**config.mk**
```make
export PLATFORM = sky130hd
export DESIGN_NAME = uart_rx_ctrl
export DESIGN_NICKNAME = d
export VERILOG_FILES = /design/src/rtl/uart_pkg.sv /design/src/rtl/uart_sync_fifo.sv /design/src/rtl/uart_rx_ctrl.sv
export SDC_FILE = /design/constraint.sdc
export NUM_CORES = 1
export LEC_CHECK = 0
export BUFFER_PORTS_ARGS = -buffer_cell sky130_fd_sc_hd__buf_2
export CAP_MARGIN = 40
export CELL_PAD_IN_SITES_DETAIL_PLACEMENT = 1
export CELL_PAD_IN_SITES_GLOBAL_PLACEMENT = 2
export CORE_ASPECT_RATIO = 1.2
export CORE_UTILIZATION = 33
export DETAILED_ROUTE_END_ITERATION = 8
export PLACE_DENSITY_LB_ADDON = 0.1
export SLEW_MARGIN = 20
export SYNTH_ARGS = -nofsm -noshare
export SYNTH_HDL_FRONTEND = slang
export SYNTH_HIERARCHICAL = 1
export SYNTH_SLANG_ARGS = --single-unit
```
**constraint.sdc**
```tcl
create_clock -name clk -period 2.4 [get_ports clk]
set_clock_uncertainty 0.1 [all_clocks]
set_input_delay 0.24 -clock clk [delete_from_list [all_inputs] [get_ports clk]]
set_output_delay 0.24 -clock clk [all_outputs]
set_load 0.1 [all_outputs]
```
**src/rtl/uart_pkg.sv**
```systemverilog
`default_nettype none
// ============================================================================
// Module  : uart_pkg
// Brief   : Shared constants for the UART receive controller.
// Revision: 1.0
// ============================================================================
package uart_pkg;

    localparam int c_DATA_WIDTH = 8;
    localparam int c_FIFO_DEPTH = 4;
    localparam int c_PRESCALE_W = 6;

    localparam int c_PRESCALE_8  = 8;
    localparam int c_PRESCALE_16 = 16;
    localparam int c_PRESCALE_32 = 32;

    localparam logic [1:0] c_ST_OFF   = 2'd0;
    localparam logic [1:0] c_ST_IDLE  = 2'd1;
    localparam logic [1:0] c_ST_BUSY  = 2'd2;
    localparam logic [1:0] c_ST_APPLY = 2'd3;

    function automatic logic f_prescale_legal(input logic [31:0] p);
        return (p == 32'(c_PRESCALE_8)) || (p == 32'(c_PRESCALE_16)) ||
               (p == 32'(c_PRESCALE_32));
    endfunction

endpackage
`default_nettype wire

```
**src/rtl/uart_sync_fifo.sv**
```systemverilog
`default_nettype none
// ============================================================================
// Module  : uart_sync_fifo
// Brief   : Single-clock first-word-fallthrough FIFO; DEPTH must be a power of two.
// Revision: 1.0
// ============================================================================
module uart_sync_fifo #(
    parameter int WIDTH = 8,
    parameter int DEPTH = 4
) (
    input  logic                     clk,
    input  logic                     rst,
    input  logic                     i_wr_en,
    input  logic [WIDTH-1:0]         i_wr_data,
    input  logic                     i_rd_en,
    output logic [WIDTH-1:0]         o_rd_data,
    output logic                     o_full,
    output logic                     o_empty,
    output logic [$clog2(DEPTH):0]   o_count
);

    localparam int c_AW = $clog2(DEPTH);
    localparam logic [c_AW:0] c_FULL = (c_AW + 1)'(DEPTH);

    logic [WIDTH-1:0] r_mem [DEPTH];
    logic [c_AW-1:0]  r_wr_ptr;
    logic [c_AW-1:0]  r_rd_ptr;
    logic [c_AW:0]    r_count;
    logic             w_wr;
    logic             w_rd;

    assign o_full    = (r_count == c_FULL);
    assign o_empty   = (r_count == '0);
    assign o_count   = r_count;
    // Head is masked while empty so the read port idles at zero.
    assign o_rd_data = o_empty ? '0 : r_mem[r_rd_ptr];

    assign w_rd = i_rd_en && !o_empty;
    assign w_wr = i_wr_en && (!o_full || w_rd);

    always_ff @(posedge clk) begin
        if (w_wr) begin
            r_mem[r_wr_ptr] <= i_wr_data;
        end
    end

    always_ff @(posedge clk) begin
        if (rst) begin
            r_wr_ptr <= '0;
            r_rd_ptr <= '0;
            r_count  <= '0;
        end else begin
            if (w_wr) begin
                r_wr_ptr <= r_wr_ptr + 1'b1;
            end
            if (w_rd) begin
                r_rd_ptr <= r_rd_ptr + 1'b1;
            end
            case ({w_wr, w_rd})
                2'b10:   r_count <= r_count + 1'b1;
                2'b01:   r_count <= r_count - 1'b1;
                default: r_count <= r_count;
            endcase
        end
    end

endmodule
`default_nettype wire

```
**src/rtl/uart_rx_ctrl.sv**
```systemverilog
`default_nettype none
// ============================================================================
// Module  : uart_rx_ctrl
// Brief   : UART receiver control: run FSM, safe config apply, RX buffer, status.
// Revision: 1.0
// ============================================================================
module uart_rx_ctrl
    import uart_pkg::*;
#(
    parameter int DATA_WIDTH = c_DATA_WIDTH,
    parameter int FIFO_DEPTH = c_FIFO_DEPTH,
    parameter int PRESCALE_W = c_PRESCALE_W
) (
    input  logic                  clk,
    input  logic                  rst,
    input  logic                  ctrl_en,
    input  logic                  cfg_wr,
    input  logic [PRESCALE_W-1:0] cfg_prescale,
    input  logic                  cfg_par_en,
    input  logic                  cfg_par_typ,
    input  logic                  rx_busy,
    input  logic                  rx_data_valid,
    input  logic [DATA_WIDTH-1:0] rx_p_data,
    input  logic                  rx_par_err,
    input  logic                  rx_stp_err,
    output logic [PRESCALE_W-1:0] Prescale,
    output logic                  PAR_EN,
    output logic                  PAR_TYP,
    output logic                  rx_en,
    output logic                  rd_valid,
    output logic [DATA_WIDTH-1:0] rd_data,
    input  logic                  rd_ready,
    output logic                  cfg_pending,
    output logic                  cfg_err,
    output logic                  overrun,
    output logic [7:0]            err_cnt,
    input  logic                  clr_status
);

    localparam logic [PRESCALE_W-1:0] c_PRESCALE_RST = PRESCALE_W'(c_PRESCALE_8);

    logic [1:0]            r_state;
    logic                  r_rx_en;
    logic [PRESCALE_W-1:0] r_prescale;
    logic                  r_par_en;
    logic                  r_par_typ;
    logic [PRESCALE_W-1:0] r_sh_prescale;
    logic                  r_sh_par_en;
    logic                  r_sh_par_typ;
    logic                  r_cfg_pending;
    logic                  r_cfg_err;
    logic                  r_overrun;
    logic [7:0]            r_err_cnt;

    logic                  w_cfg_legal;
    logic                  w_apply;
    logic                  w_err;
    logic                  w_push;
    logic                  w_pop;
    logic                  w_full;
    logic                  w_empty;
    logic [$clog2(FIFO_DEPTH):0] w_unused_count;

    assign w_cfg_legal = f_prescale_legal(32'(cfg_prescale));
    assign w_apply     = (r_state == c_ST_APPLY);
    assign w_err       = rx_par_err || rx_stp_err;
    assign w_push      = rx_data_valid && !w_err;
    assign w_pop       = rd_valid && rd_ready;

    always_ff @(posedge clk) begin
        if (rst) begin
            r_state    <= c_ST_OFF;
            r_rx_en    <= 1'b0;
            r_prescale <= c_PRESCALE_RST;
            r_par_en   <= 1'b0;
            r_par_typ  <= 1'b0;
        end else begin
            if (w_apply) begin
                r_prescale <= r_sh_prescale;
                r_par_en   <= r_sh_par_en;
                r_par_typ  <= r_sh_par_typ;
            end
            if (!ctrl_en) begin
                r_state <= c_ST_OFF;
                r_rx_en <= 1'b0;
            end else begin
                case (r_state)
                    c_ST_OFF: begin
                        r_state <= r_cfg_pending ? c_ST_APPLY : c_ST_IDLE;
                        r_rx_en <= !r_cfg_pending;
                    end
                    c_ST_IDLE: begin
                        if (rx_busy) begin
                            r_state <= c_ST_BUSY;
                            r_rx_en <= 1'b1;
                        end else if (r_cfg_pending) begin
                            r_state <= c_ST_APPLY;
                            r_rx_en <= 1'b0;
                        end
                    end
                    c_ST_BUSY: begin
                        if (!rx_busy) begin
                            r_state <= c_ST_IDLE;
                        end
                        r_rx_en <= 1'b1;
                    end
                    c_ST_APPLY: begin
                        r_state <= c_ST_IDLE;
                        r_rx_en <= 1'b1;
                    end
                    default: begin
                        r_state <= c_ST_OFF;
                        r_rx_en <= 1'b0;
                    end
                endcase
            end
        end
    end

    // A write landing in the APPLY cycle stays pending and is applied on the next pass.
    always_ff @(posedge clk) begin
        if (rst) begin
            r_sh_prescale <= c_PRESCALE_RST;
            r_sh_par_en   <= 1'b0;
            r_sh_par_typ  <= 1'b0;
            r_cfg_pending <= 1'b0;
            r_cfg_err     <= 1'b0;
        end else begin
            r_cfg_err <= cfg_wr && !w_cfg_legal;
            if (cfg_wr && w_cfg_legal) begin
                r_sh_prescale <= cfg_prescale;
                r_sh_par_en   <= cfg_par_en;
                r_sh_par_typ  <= cfg_par_typ;
                r_cfg_pending <= 1'b1;
            end else if (w_apply) begin
                r_cfg_pending <= 1'b0;
            end
        end
    end

    always_ff @(posedge clk) begin
        if (rst) begin
            r_overrun <= 1'b0;
            r_err_cnt <= 8'd0;
        end else begin
            if (w_push && w_full && !w_pop) begin
                r_overrun <= 1'b1;
            end else if (clr_status) begin
                r_overrun <= 1'b0;
            end
            if (w_err) begin
                if (r_err_cnt != 8'hFF) begin
                    r_err_cnt <= r_err_cnt + 8'd1;
                end
            end else if (clr_status) begin
                r_err_cnt <= 8'd0;
            end
        end
    end

    uart_sync_fifo #(
        .WIDTH (DATA_WIDTH),
        .DEPTH (FIFO_DEPTH)
    ) u_fifo (
        .clk       (clk),
        .rst       (rst),
        .i_wr_en   (w_push),
        .i_wr_data (rx_p_data),
        .i_rd_en   (w_pop),
        .o_rd_data (rd_data),
        .o_full    (w_full),
        .o_empty   (w_empty),
        .o_count   (w_unused_count)
    );

    assign rd_valid    = !w_empty;
    assign Prescale    = r_prescale;
    assign PAR_EN      = r_par_en;
    assign PAR_TYP     = r_par_typ;
    assign rx_en       = r_rx_en;
    assign cfg_pending = r_cfg_pending;
    assign cfg_err     = r_cfg_err;
    assign overrun     = r_overrun;
    assign err_cnt     = r_err_cnt;

endmodule
`default_nettype wire

```
== After elaboration in Yosys (flattened, before gate mapping) ==
Memories as Yosys holds them, arrays and structs flattened. A register that Yosys moved wholly into a read port is not among the register bits.
Cells that the tools add are included.
Storage, ports and cells
  output and inout bits: 29
  bits in registers: 37
  memories kept: 1
  input port bits: 26
  memory bits (writable): 32
  word-level logic and storage cells: 84
Memory list
  u_fifo.r_mem: depth 4, bits a word 8, rd ports 1, clocked after memory_dff 1, wr ports 1, line uart_sync_fifo.sv:25  | logic [WIDTH-1:0] r_mem [DEPTH];
Cells by class
  reduce and logical (&&, ||, !) cells: 28
  bitwise operators: 1
  eq/ne operators: 13
  multiplexer cells: 21
  add/sub/neg operators: 5
Operators with widths (count)
  8-bit 2-to-1 mux: 4
  2-bit 2-to-1 mux: 6
  8-bit by 1-bit adder with 8-bit output (second input constant): 1
  1-bit logical AND: 8
  1-bit 2-to-1 mux: 8
  8-bit != test (second input constant): 1
  2-bit one-hot mux with 4 select lines: 1
  2-bit nonzero test: 4
  2-bit equality test (second input constant): 3
  6-bit by 4-bit equality test with 1-bit output (second input constant): 1
  6-bit by 5-bit equality test with 1-bit output (second input constant): 1
  6-bit equality test (second input constant): 1
  1-bit logical NOT: 6
  3-bit one-hot mux with 2 select lines: 1
  2-bit by 1-bit adder with 2-bit output (second input constant): 2
  2-bit by 1-bit equality test with 1-bit output (second input constant): 2
  1-bit logical OR: 4
  2-bit AND reduction: 2
  2-bit OR reduction: 2
  3-bit by 1-bit adder with 3-bit output (second input constant): 1
  3-bit equality test (second input constant): 1
  3-bit logical NOT: 1
  3-bit != test (second input constant): 1
  1-bit one-hot mux with 3 select lines: 1
  5 further kinds: 5

== Logic depth before layout (Yosys ltp) ==
  depth in word-level cells: 8
  depth in mapped cells: 12
  gate-level depth less buffers: 11

== Cells and area by module ==
The synthesis kept the hierarchy.
By module, submodules not included
  uart_sync_fifo: cells an instance 105, area an instance 1706.6 um^2, sequential area each 1141.1 um^2, times used 1
  uart_rx_ctrl: cells an instance 144, area an instance 1285.0 um^2, sequential area each 600.6 um^2, times used 1

== Worst setup path after synthesis ==
Ideal clock, no wire load.
  path kind: register to register
  start point: reg u_fifo.r_count[1] (netlist: u_fifo/o_count[1])
  end point: reg u_fifo.r_count[2] (netlist: u_fifo/o_count[2])
  path buffers: 1
  data arrival time: 2.374 ns
  slack: -0.144 ns
  clock period less this slack: 2.544 ns
  stages on the path, launching flop included: 13
  required time: 2.230 ns
  library setup time: 0.070 ns
  cell sequence: dfxtp_1 nor3_1 buf_2 nor2b_1 inv_1 a21boi_2 inv_1 ha_1 inv_1 fa_1 xor2_1 or3_1 a21oi_1
On the way
  cells in the longest elaborated chain, start to end: 8
  elaborated cells on any way between the ends: 14
RTL lines
  start, declared: line uart_sync_fifo.sv:28  | logic [c_AW:0] r_count;
  start signal, assigned: line uart_sync_fifo.sv:60  | 2'b10: r_count <= r_count + 1'b1;
  start signal, assigned: line uart_sync_fifo.sv:61  | 2'b01: r_count <= r_count - 1'b1;
  start signal, assigned: line uart_sync_fifo.sv:62  | default: r_count <= r_count;
  3-bit logical NOT (*): line uart_sync_fifo.sv:33  | assign o_empty = (r_count == '0);
  named net w_empty: line uart_rx_ctrl.sv:61  | logic w_empty;
  1-bit logical NOT (*): line uart_rx_ctrl.sv:176  | assign rd_valid = !w_empty;
  1-bit logical AND (*): line uart_rx_ctrl.sv:68  | assign w_pop = rd_valid && rd_ready;
  named net w_pop: line uart_rx_ctrl.sv:59  | logic w_pop;
  1-bit logical AND (*): line uart_sync_fifo.sv:38  | assign w_rd = i_rd_en && !o_empty;
  1-bit logical OR: line uart_sync_fifo.sv:39  | assign w_wr = i_wr_en && (!o_full || w_rd);
  1-bit logical AND: line uart_sync_fifo.sv:39
  2-bit by 1-bit equality test with 1-bit output or 2-bit equality test (tied branches): line uart_sync_fifo.sv:59  | case ({w_wr, w_rd})
  3-bit one-hot mux with 2 select lines or 2-bit nonzero test (tied branches)
The timed path passes the listed nets; every way through them passes the cells marked *.
A chain may end at the register's enable or synchronous reset.

== Final worst setup path ==
  start point: reg u_fifo.r_count[0] (netlist: u_fifo/o_count[0])
  end point: reg u_fifo.r_count[2] (netlist: u_fifo/o_count[2])
On the way
  cells in the longest elaborated chain, start to end: 8
  elaborated cells on any way between the ends: 14
RTL lines
  3-bit logical NOT (*): line uart_sync_fifo.sv:33
  named net w_empty: line uart_rx_ctrl.sv:61
  1-bit logical NOT (*): line uart_rx_ctrl.sv:176
  1-bit logical AND (*): line uart_rx_ctrl.sv:68
  named net w_pop: line uart_rx_ctrl.sv:59
  1-bit logical AND (*): line uart_sync_fifo.sv:38
  named net u_fifo.w_rd: line uart_sync_fifo.sv:30  | logic w_rd;
  1-bit logical OR: line uart_sync_fifo.sv:39
  1-bit logical AND: line uart_sync_fifo.sv:39
  2-bit by 1-bit equality test with 1-bit output or 2-bit equality test (tied branches): line uart_sync_fifo.sv:59
  3-bit one-hot mux with 2 select lines or 2-bit nonzero test (tied branches)
Marks and branches as above.

==> flow_summary.ini <==
[die]
row_count = 37
start_util_pct = 34.37
coreArea_mm2 = 0.008703
die-area_mm2 = 0.009452
dieWidth_um = 88.92
io_pins = 55
die_y_um = 106.3

[synthesis]
ys_seq_elements = 71
netlist-cell-type-count = 44
yosysWarnings = 6
synth_top_area_cell = edfxtp_1
yosysMostFrequentCell = dfxtp_1
syn_nets = 282
synth.area.top_cells = edfxtp_1 32%, dfxtp_1 26%, mux4_2 6.0%
synth-async-reset-ratio_pct = 0
ys_seq_area_share_pct = 58.22
synth_commonest_cells = 39 x dfxtp_1, 32 x edfxtp_1, 25 x nand2_1, 20 x a21oi_1, 19 x nor2_1
synthesis.area_mm2 = 0.002992
synthCells = 249
avgSynthCellArea_um2 = 12.01
synth_top_area_share_pct = 32.12
synth_top_flop_cell = dfxtp_1
synth_edf_count = 32

[grt]
grt_max_degree = 32
grt_first_pass_wirelength_um = 9977
grt_antenna_before_repair = 0
grt_pass1_vias = 2092
grt_overflow_total = 0
track_usage_pct = 14.19

[critical_path]
arrival_ns = 2.45
crit_path_start_kind = register
worstSetupPathType = reg -> reg
critPathMaxFanout = 4
reg2reg_slack_ns = 0.12
worstPathRequired_ns = 2.57
endpoint_kind = register

[clocking]
clk_latency_ns = 0.34
cts_buffers = 9
cts_root_buf = clkbuf_8
cts_tree = done
clock_path_buffers = 2
clk_pin_slew_ns = 0.08
post-cts-setup-buffers = 0
htreeDepth = 3
cts.sinks = 71

[power]
power_leakage_nw = 1.381
p_switching_mw = 0.6761
pwr-share-clk_pct = 35.2
vdd_ir_drop_max_v = 0.0002327
power_density_mw_per_mm2 = 663.7
switching_share_pct = 28.05
power.internal_mw = 1.735
p_comb_share_pct = 11.1
power_frac_seq_pct = 53.7

[timing]
setup_viol = 0
fin_crit_sh_pct = 94.87
slew_viol_final = 0
worst_slack_ns = 0.1232
slew_headroom_pct = 57.79
post-route-min-period_ns = 2.277
worstMarginPinSlew_ns = 0.6331
tns_ns = 0
clock.fmax_ghz = 0.4392
hold_viol_final = 0

[final_layout]
utilization_pct = 41.73
syn2layout_area_growth_pct = 21.41
diodes = 0
drive_above_1_share_pct = 32.60
n_fill_cell = 989
final_cells = 436
nets = 347

[detailed_routing]
drtIter0Drc = 48
wl_per_cell_um = 14.19
vias_per_cell = 4.761
drtAntennaViolNets = 0
dr.pass1.iters = 4
wl_um = 6186
vias = 2076
drc_errors = 0

[placed_design]
dp.cells = 418
port_buffers = 54
place.gp.congestion = 0.7104
dp_hpwl_um = 4410
post-place-ws_ns = 0.03359

[outcome]
run_status = finished clean

[run]
drv_cap = 0

[hold_path]
hold_class = in -> reg
==> worst max-delay path, stage by stage (launching register included) <==
cell     delay [ns]
dfxtp_1        0.40
nor3_4         0.07
nor2b_1        0.20
inv_2          0.09
nor2_1         0.12
ha_1           0.19
inv_1          0.06
fa_1           0.37
xor2_1         0.16
or3_1          0.32
a21oi_1        0.14
==> stage by stage <==
step,area (µm²),power [mW],hold slack (ns)
after global placement,3431,1.585,0.3400
after floorplan,3009,1.511,0.2319
final,3632,2.411,0.01621
after CTS,3623,2.448,0.0003007
after global routing,3632,2.517,0.002297
after detailed placement,3431,1.589,0.3444
==> timing repair <==
item                                   CTS  global route
hold buffers                             2             0
endpoints found under the hold margin    6             0
setup endpoints to repair                0             1
resized for setup                        0             4
==> cell usage in the layout, fill, tap and decap left out, types with 3 or more instances in the layout <==
master	instances
dfxtp_1	37
nor2b_2	4
inv_1	9
and2_1	9
mux2i_1	6
nor2_1	19
o211ai_1	3
ha_1	6
o21ai_0	3
buf_2	54
buf_4	7
nor3_1	3
a211oi_1	4
edfxtp_1	32
or3_1	6
clkinv_4	3
a21oi_1	20
a31oi_1	3
nand2b_1	5
nor2b_1	4
nand2_1	25
xor2_1	4
clkbuf_8	9
mux4_2	8
==> path summary, 6_finish.rpt <==
path,start,depth (start not counted),end
worst min register to register,r_sh_prescale[1],2,Prescale[1]
worst max-delay path,u_fifo/o_count[0],10,u_fifo/o_count[2]
worst min-delay path,rx_p_data[5],1,u_fifo/r_mem[3][5]
worst max register to register,u_fifo/o_count[0],10,u_fifo/o_count[2]
==> power by group through the flow <==
stage          clock, mW  combinational (mW)  sequential, mW
5_1_grt            0.933               0.288            1.30
3_5_place_dp           0               0.267            1.32
3_3_place_gp           0               0.265            1.32
2_1_floorplan          0               0.149            1.36
4_1_cts            0.883               0.271            1.29
6_report           0.849               0.267            1.29
==> kinds of logic (layout without fill, tap and decap cells) <==
family | after synthesis | count (layout) | synth area share [%]
adders and majority gates | 7 | 7 | 3.179
DFF | 71 | 71 | 58.22
and+or+nand+nor | 93 | 93 | 17.36
muxes | 15 | 15 | 8.532
AOI/OAI and AO/OA | 40 | 40 | 8.783
xor gates and xnor gates | 4 | 4 | 1.171
buffers and inverters | 19 | 89 | 2.760
==> cell type report <==
type	instances	area, µm²	area share [%]
Sequential cell	71	1744	48.02
Clock buffer	10	127.6	3.514
Clock inverter	6	45.04	1.240
Timing Repair Buffer	63	342.8	9.439
Tap cell	117	146.4	4.030
Multi-Input combinational cell	159	1189	32.72
Inverter	10	37.54	1.033
==> registers in the layout, indices dropped and copies added (netlist names), named ones only <==
name	flops
err_cnt	8
r_sh_prescale	6
u_fifo/r_mem	32
r_sh_par_en	1
PAR_EN	1
PAR_TYP	1
overrun	1
cfg_err	1
r_state	2
Prescale	6
cfg_pending	1
u_fifo/r_rd_ptr	2
u_fifo/o_count	3
u_fifo/r_wr_ptr	2
rx_en	1
r_sh_par_typ	1
==> routing by layer <==
metal,GRT usage (%),wire length [µm]
met5,0,0
met4,5.876,92
met3,3.649,212
met2,23.46,3141
met1,17.34,2739
Power figures use the tool's default switching activity.
